File: config.mk
export PLATFORM = sky130hd
export DESIGN_NAME = run_timer_pr
export DESIGN_NICKNAME = d
export VERILOG_FILES = /design/src/rtl/run_timer_pr.sv
export SDC_FILE = /design/constraint.sdc
export NUM_CORES = 1
export LEC_CHECK = 0
export ABC_AREA = 1
export CORE_UTILIZATION = 56
export DETAILED_ROUTE_END_ITERATION = 7
export GPL_ROUTABILITY_DRIVEN = 0
export PLACE_DENSITY_LB_ADDON = 0.12
export SETUP_SLACK_MARGIN = 0.02
export SLEW_MARGIN = 30
export SYNTH_ARGS = -nofsm -noshare
export SYNTH_HDL_FRONTEND = slang
export SYNTH_SLANG_ARGS = --single-unit
File: constraint.sdc
create_clock -name ClkPort -period 2.6 [get_ports ClkPort]
set_input_delay 0.52 -clock ClkPort [delete_from_list [all_inputs] [get_ports ClkPort]]
set_output_delay 0.52 -clock ClkPort [all_outputs]
set_load 0.02 [all_outputs]
File: src/rtl/run_timer_pr.sv
// run_timer_pr -- survival-time stopwatch with personal-record latch.
//
// Counts elapsed run time in packed BCD centiseconds while the game is
// running, freezes the count when the player dies, and keeps the longest
// time seen since Reset.
//
// Ports:
//   ClkPort   system clock, all logic on its rising edge
//   Reset     asynchronous, active-high; clears everything including the PR
//   dead      death flag from the move_clk domain (asynchronous)
//   restart   debounced button level (asynchronous); rising edge restarts
//   cur_bcd   current time {s10, s1, cs10, cs1}
//   pr_bcd    best time, same format
//   pr_valid  at least one run has ended since Reset
//   running   timer is in the RUN state
//   new_pr    one-cycle pulse when pr_bcd was just updated
module run_timer_pr #(
    parameter int TICK_DIV = 1_000_000
) (
    input  logic        ClkPort,
    input  logic        Reset,
    input  logic        dead,
    input  logic        restart,
    output logic [15:0] cur_bcd,
    output logic [15:0] pr_bcd,
    output logic        pr_valid,
    output logic        running,
    output logic        new_pr
);

    localparam int PW = (TICK_DIV > 1) ? $clog2(TICK_DIV) : 1;
    localparam logic [PW-1:0] PRESC_MAX = PW'(TICK_DIV - 1);
    localparam logic [15:0]   BCD_MAX   = 16'h9999;

    typedef enum logic {
        RUN  = 1'b0,
        DEAD = 1'b1
    } state_t;

    state_t        state, state_nxt;
    logic          d_s1, d_s2, d_s3;
    logic          r_s1, r_s2, r_s3;
    logic [PW-1:0] presc, presc_nxt;
    logic [15:0]   cur_nxt, pr_nxt;
    logic          pr_valid_nxt, new_pr_nxt;
    logic          dead_rise, rst_rise, tick;

    // Packed-BCD +1 with per-digit carry; caller handles saturation.
    function automatic logic [15:0] bcd_inc(input logic [15:0] v);
        logic [15:0] r;
        logic        carry;
        r     = v;
        carry = 1'b1;
        for (int i = 0; i < 4; i++) begin
            if (carry) begin
                if (r[i*4 +: 4] == 4'd9) begin
                    r[i*4 +: 4] = 4'd0;
                end else begin
                    r[i*4 +: 4] = r[i*4 +: 4] + 4'd1;
                    carry       = 1'b0;
                end
            end
        end
        return r;
    endfunction

    // Two-flop synchronizers plus one history flop for edge detection.
    always_ff @(posedge ClkPort or posedge Reset) begin
        if (Reset) begin
            d_s1 <= 1'b0;
            d_s2 <= 1'b0;
            d_s3 <= 1'b0;
            r_s1 <= 1'b0;
            r_s2 <= 1'b0;
            r_s3 <= 1'b0;
        end else begin
            d_s1 <= dead;
            d_s2 <= d_s1;
            d_s3 <= d_s2;
            r_s1 <= restart;
            r_s2 <= r_s1;
            r_s3 <= r_s2;
        end
    end

    assign dead_rise = d_s2 & ~d_s3;
    assign rst_rise  = r_s2 & ~r_s3;
    assign tick      = (state == RUN) && (presc == PRESC_MAX);

    always_ff @(posedge ClkPort or posedge Reset) begin
        if (Reset) begin
            state    <= RUN;
            presc    <= '0;
            cur_bcd  <= '0;
            pr_bcd   <= '0;
            pr_valid <= 1'b0;
            new_pr   <= 1'b0;
        end else begin
            state    <= state_nxt;
            presc    <= presc_nxt;
            cur_bcd  <= cur_nxt;
            pr_bcd   <= pr_nxt;
            pr_valid <= pr_valid_nxt;
            new_pr   <= new_pr_nxt;
        end
    end

    always_comb begin
        state_nxt    = state;
        presc_nxt    = presc;
        cur_nxt      = cur_bcd;
        pr_nxt       = pr_bcd;
        pr_valid_nxt = pr_valid;
        new_pr_nxt   = 1'b0;
        case (state)
            RUN: begin
                if (dead_rise) begin
                    // Death beats a coincident tick: freeze and compare the
                    // pre-tick value. Unsigned compare orders packed BCD.
                    state_nxt    = DEAD;
                    presc_nxt    = '0;
                    pr_valid_nxt = 1'b1;
                    if (!pr_valid || (cur_bcd > pr_bcd)) begin
                        pr_nxt     = cur_bcd;
                        new_pr_nxt = 1'b1;
                    end
                end else begin
                    presc_nxt = tick ? '0 : presc + PW'(1);
                    if (tick && (cur_bcd != BCD_MAX))
                        cur_nxt = bcd_inc(cur_bcd);
                end
            end
            DEAD: begin
                presc_nxt = '0;
                // A restart while death is still asserted is dropped.
                if (rst_rise && !d_s2) begin
                    state_nxt = RUN;
                    cur_nxt   = '0;
                end
            end
            default: state_nxt = RUN;
        endcase
    end

    assign running = (state == RUN);

endmodule
==> run_results.csv, run 1 <==
group,metric,value,unit
clock_tree,postCtsSetupBuffers,0,
timing,finalCriticalPeriod,2265,ps
floorplan,num_rows,28,
run_status,status,"finished clean",
critical_path,r2r_end,"pr_bcd[9]",
clock_tree,clk_latency,340,ps
cells_and_area,fillers,477,
detailed_routing,drt_iter0_drc,202,
cells_and_area,regArea,1526,µm²
timing,setup_viol_count_final,0,
detailed_routing,vias_per_cell,5.287,
logic_synthesis,yosys_register_bits,61,
logic_synthesis,synth.distinct_cells,35,
critical_path,max_stage_delay,660,ps
logic_synthesis,synth_cells,423,
clock_tree,cts_root_buf,"clkbuf_8",
cells_and_area,layout-drive-gt1-share,11.37,%
logic_synthesis,async_flop_share,100.0,%
grt,antenna_found_initial,0,
logic_synthesis,synth-edff-count,0,
power,p_switching,0.001106,W
floorplan,start_util,58.26,%
timing,tns,0,ps
power,seq_power_share,38.8,%
clock_tree,htree_levels,3,
min_path,hp-class,"reg -> reg",
critical_path,critical_path_required,2080,ps
detailed_routing,avgRoutedWirePerCell,13.04,µm
power,power.leakage,2.005,nW
critical_path,timing.rr.start,"cur_bcd[7]",
cells_and_area,fin_nets,496,
timing,drv_slew,0,
critical_path,worstPathMaxFanout,15,
critical_path,slowest_stage,"clkdlybuf4s50_1",
timing,max_freq,0.4415,GHz
detailed_routing,firstDrtPassIters,5,
grt,overflow,0,
logic_synthesis,yosysTopAreaCellShare,44.00,%
placed_design,pre_cts_ws,397.1,ps
placed_design,port_buffers,38,
cells_and_area,multi_input_comb_area,1667,µm²
logic_synthesis,synth_top_area_cell,"dfrtp_1",
floorplan,die_x,80.71,µm
critical_path,cp-end-kind,"output port",
clock_tree,path_clk_slew,70,ps
floorplan,die_y,80.71,µm
clock_tree,cts.sinks,61,
run,max-cap-violations,0,
timing,final-hold-violation-count,0,
critical_path,startpoint_type,"flop",
power,pwr_density_cell,727.5,nW/µm²
power,power_frac_comb,32.9,%
critical_path,ff2ff_path_depth,12,
clock_tree,hold_buffers,0,
min_path,hold_path.startpoint,"r_s1",
logic_synthesis,yosysWarnings,0,
detailed_routing,drc,0,
floorplan,die-area,6514,µm²
logic_synthesis,synth_flop_cell,"dfrtp_1",
min_path,min_path_cells,0,
critical_path,path_cells,"inv_2, clkdlybuf4s50_1",
clock_tree,clockBufferDepth,2,
placed_design,place_area,3950,µm²
power,ir_drop,0.5768,mV
timing,slew-limit-headroom,78.07,%
detailed_routing,drt-total-wl,7174,µm
placed_design,dpl.hpwl,5206,µm
timing,post-route-period-util,87.12,%
critical_path,r2r_setup_slack,350,ps
clock_tree,numCtsBuffers,9,
timing,clock_skew,7.282,ps
detailed_routing,vias,2908,
clock_tree,cts_tree,"yes",
logic_synthesis,synth_area,3470,µm²
power,p_int,0.001913,W
logic_synthesis,syn_nets,448,
grt,grt_pass1_wl,12570,µm
timing,worst_slew_pin_slew,328.9,ps
critical_path,arrival,1750,ps
logic_synthesis,synth_area_leaders,"dfrtp_1, nand2_1, ha_1",
cells_and_area,diodes,0,
cells_and_area,syn2layout_area_growth,19.58,%
logic_synthesis,yosysSeqAreaShare,44.00,%
cells_and_area,postLayoutCoreUtil,69.66,%
power,p_total,0.003019,W
grt,grt_max_degree,62,
min_path,min_to,"r_s2",
grt,grt_usage,25.23,%
detailed_routing,antenna_left,0,
logic_synthesis,synth.avg_cell_area,8.202,µm²
power,sw_frac_of_total,36.62,%
clock_tree,cts_resized,0,
power,power_frac_clock,28.3,%
critical_path,crit_type,"reg -> out",
cells_and_area,fin_area,4149,µm²
floorplan,coreArea,5956,µm²
grt,first_global_vias,2894,
floorplan,ios,39,
timing,rsz0062_at_grt,"no",
timing,setup_slack,334.9,ps
how the worst max path moves through the flow:
stage | start | to | slack (ps) | depth (start not counted)
2_1_floorplan | Reset | cur_bcd[0] | 570 | 1
3_3_place_gp | cur_bcd[7] | pr_bcd[1] | 470 | 12
3_5_place_dp | cur_bcd[7] | pr_bcd[9] | 400 | 12
4_1_cts | state | running | 330 | 2
5_1_grt | cur_bcd[7] | pr_bcd[9] | 100 | 12
6_report | state | running | 330 | 2
flip-flops by register name, summed over array words and instances (netlist names):
register / count
cur_bcd: 16
state: 1
r_s1: 1
pr_valid: 1
d_s3: 1
d_s1: 1
r_s3: 1
d_s2: 1
r_s2: 1
presc: 20
pr_bcd: 16
new_pr: 1
power groups by stage:
stage	sequential, W	clock (W)	combinational (W)
2_1_floorplan	0.00126	0	0.000592
4_1_cts	0.00117	0.000863	0.000998
6_report	0.00117	0.000854	0.000994
3_3_place_gp	0.00118	0	0.000958
3_5_place_dp	0.00119	0	0.000992
5_1_grt	0.00119	0.000909	0.00115
metrics by stage:
step | hold slack (ps) | std cells
2_1_floorplan | 331.2 | 423
3_3_place_gp | 331.7 | 535
3_5_place_dp | 337.2 | 535
4_1_cts | 352.6 | 550
5_1_grt | 359.8 | 550
6_report | 352.9 | 550
cells in the final DEF, fill, tap and decap left out, types with 2 or more instances in the layout:
cell	n
nand2_1	96
dfrtp_1	61
inv_1	58
nand3_1	44
clkdlybuf4s50_1	38
nor2_1	35
ha_1	21
a21oi_1	17
clkbuf_8	11
o21ai_0	10
nor3_1	8
xor2_1	7
nand4_1	6
nor2_4	5
nand3_2	5
nand2_2	5
o21ai_1	5
o21ai_2	4
buf_4	4
nor2_2	3
inv_2	3
nand2_4	3
nor3_2	3
xnor2_1	3
nand3b_1	2
or2_2	2
a31oi_1	2
o21a_1	2
nor3b_1	2
clkinv_2	2
layer usage:
metal	wire length [µm]	vias to the layer above	track usage (%)
met2	3601	63	43.22
met1	3173	1375	31.00
met5	0	-	0
li1	-	1457	-
met3	268	13	5.455
met4	131	0	9.643
cells in the mapped netlist, types with 4 or more instances:
master / number
a21oi_1: 17
dfrtp_1: 61
ha_1: 21
inv_1: 59
nand2_1: 96
nand2_2: 5
nand3_1: 44
nand3_2: 5
nand4_1: 6
nor2_1: 35
nor2_4: 5
nor3_1: 8
o21ai_0: 10
o21ai_1: 5
o21ai_2: 4
xor2_1: 7
cell families after synthesis:
logic type	count (synthesis)	share of synthesized area (%)
buffers and inverters	68	7.970
flip-flops	61	44.00
AND/OR/NAND/NOR	221	31.09
AO/OA/AOI/OAI	42	6.852
adder cells (fa/ha/maj)	21	7.573
XOR/XNOR	10	2.525
critical path: cells and delay by family, from the launching register on:
family | cells | cell delay, ps
DFF | 1 | 490
buffers and inverters | 2 | 920
layout make-up:
cell class	instances	area share, %
clock buffer	11	3.649
clock inverter	4	1.146
inverter	62	5.609
multi-input combinational	294	40.17
sequential	61	36.79
tap	75	2.262
timing repair buffer	43	10.37
No activity file was read; power rests on OpenSTA's default activity.
==> run 2, diff against run 1 <==
SKIP_CTS_REPAIR_TIMING = 1   (was unset)
==> results of run 2 <==
The final DEF is identical to that of run 1; final timing and power are the same.
==> run 3, diff against run 2 <==
CORE_MARGIN = 4   (was unset)
CORE_UTILIZATION = 58   (was 56)
CTS_BUF_LIST = sky130_fd_sc_hd__clkbuf_2   (was unset)
==> run 3 against run 2 <==
  * Register-to-register slack improved by 330 ps
  * Sequential cell count did not move
  * Routed wire length fell by 4.1%
  * Largest power group unchanged
  * Highest routed layer unchanged
==> run_results.csv, run 3 (synthesized netlist as in run 1, its figures left out) <==
group,metric,value,unit
clock_tree,cts.sinks,61,
floorplan,start_util,61.50,%
detailed_routing,antenna_left,0,
critical_path,critical_path_required,2080,ps
cells_and_area,fillers,442,
cells_and_area,postLayoutCoreUtil,71.08,%
clock_tree,clk_latency,480,ps
detailed_routing,vias_per_cell,5.194,
clock_tree,clockBufferDepth,2,
cells_and_area,fin_nets,495,
timing,rsz0062_at_grt,"no",
placed_design,place_inst,531,
detailed_routing,firstDrtPassIters,4,
floorplan,die_y,85.35,µm
run,max-cap-violations,0,
critical_path,r2r_setup_slack,680,ps
critical_path,arrival,1880,ps
clock_tree,cts_root_buf,"clkbuf_2",
cells_and_area,largest_register_ffs,20,
critical_path,r2r_end,"pr_bcd[0]",
detailed_routing,drt-total-wl,6877,µm
critical_path,worstPathMaxFanout,15,
cells_and_area,diodes,0,
cells_and_area,regArea,1526,µm²
placed_design,dpl.hpwl,5125,µm
timing,clock_skew,27.09,ps
critical_path,critPathTopFamily,"buffers and inverters",
grt,first_global_vias,2842,
timing,max_freq,0.4161,GHz
min_path,hold_path.startpoint,"r_s1",
timing,worst_slew_pin_slew,614.0,ps
critical_path,cp-end-kind,"output port",
cells_and_area,top_register,"presc",
cells_and_area,layout_common_cells,"nand2_1, dfrtp_1, inv_1",
critical_path,max_stage_delay,650,ps
timing,setup_viol_count_final,0,
cells_and_area,multi_input_comb_area,1667,µm²
cells_and_area,fin_cells,546,
floorplan,die_x,85.35,µm
cells_and_area,final_common_cell,"nand2_1",
clock_tree,path_clk_slew,150,ps
clock_tree,numCtsBuffers,9,
grt,grt_usage,20.87,%
floorplan,coreArea,5642,µm²
grt,grt_pass1_wl,12300,µm
power,pwr_density_cell,656.1,nW/µm²
placed_design,place_area,3939,µm²
detailed_routing,met3_length,293,µm
min_path,min_to,"r_s2",
cells_and_area,fin_area,4010,µm²
critical_path,crit_type,"reg -> out",
power,power.leakage,1.952,nW
placed_design,port_buffers,38,
min_path,min_path_cells,0,
detailed_routing,drc,0,
clock_tree,cts_tree,"yes",
detailed_routing,avgRoutedWirePerCell,12.60,µm
detailed_routing,topRoutingLayerUsed,"met4",
critical_path,slowest_stage,"clkdlybuf4s50_1",
detailed_routing,vias,2836,
power,ir_drop,0.4733,mV
clock_tree,htree_levels,3,
detailed_routing,drt-met1-wl,3143,µm
floorplan,die-area,7284,µm²
timing,whs,373.1,ps
critical_path,startpoint_type,"flop",
floorplan,num_rows,27,
floorplan,ios,39,
timing,tns,0,ps
detailed_routing,drt_iter0_drc,174,
timing,slew-limit-headroom,59.01,%
cells_and_area,reg_top3,"presc (20), cur_bcd (16), pr_bcd (16)",
cells_and_area,syn2layout_area_growth,15.58,%
critical_path,path_buf_inv,2,
run_status,status,"finished clean",
min_path,hp-class,"reg -> reg",
critical_path,timing.rr.start,"cur_bcd[14]",
critical_path,cp-startpoint,"state",
timing,final-hold-violation-count,0,
timing,post-route-period-util,92.44,%
grt,grt_max_degree,34,
timing,finalCriticalPeriod,2403,ps
cells_and_area,layout-drive-gt1-share,10.55,%
grt,overflow,0,
grt,antenna_found_initial,0,
critical_path,ff2ff_path_depth,10,
detailed_routing,wl_met2,3379,µm
critical_path,path_cells,"inv_2, clkdlybuf4s50_1",
timing,drv_slew,0,
==> run 3: where the power goes <==
| group | leakage (nW) | switching [W] | total (W) | internal, W |
|---|---|---|---|---|
| sequential | 0.817 | 0.000120 | 0.00116 | 0.00104 |
| combinational | 1.08 | 0.000620 | 0.00103 | 0.000410 |
| clock | 0.0543 | 0.000319 | 0.000438 | 0.000119 |
| total | 1.95 | 0.00106 | 0.00263 | 0.00157 |
==> run 3: metal layers <==
metal  track usage [%]  vias to the layer above
met2             35.31                       60
met1             25.81                     1316
met4             7.482                        0
met5                 0                        -
met3             5.243                        8
li1                  -                     1452
==> run 3: worst max-delay path by stage <==
stage,endpoint,cells after the start,slack (ps)
after floorplan,cur_bcd[0],1,570
after global placement,running,2,730
after detailed placement,pr_bcd[0],6,680
after CTS,running,2,170
after global routing,running,2,60
final,running,2,200
==> run 3: layout make-up <==
type	count	share of cell area [%]
multi-input cells	294	41.56
flip-flops and latches	61	38.07
inverters	62	5.803
repair buffers	42	10.55
well taps	72	2.246
clock inverters	4	0.4056
clock buffers	11	1.373
==> run 3: per-stage QoR <==
step	power, W	worst slack, ps
6_report	0.002631	196.6
5_1_grt	0.002860	59.58
3_3_place_gp	0.002193	734.2
4_1_cts	0.002656	165.2
2_1_floorplan	0.001852	567.0
3_5_place_dp	0.002220	683.9
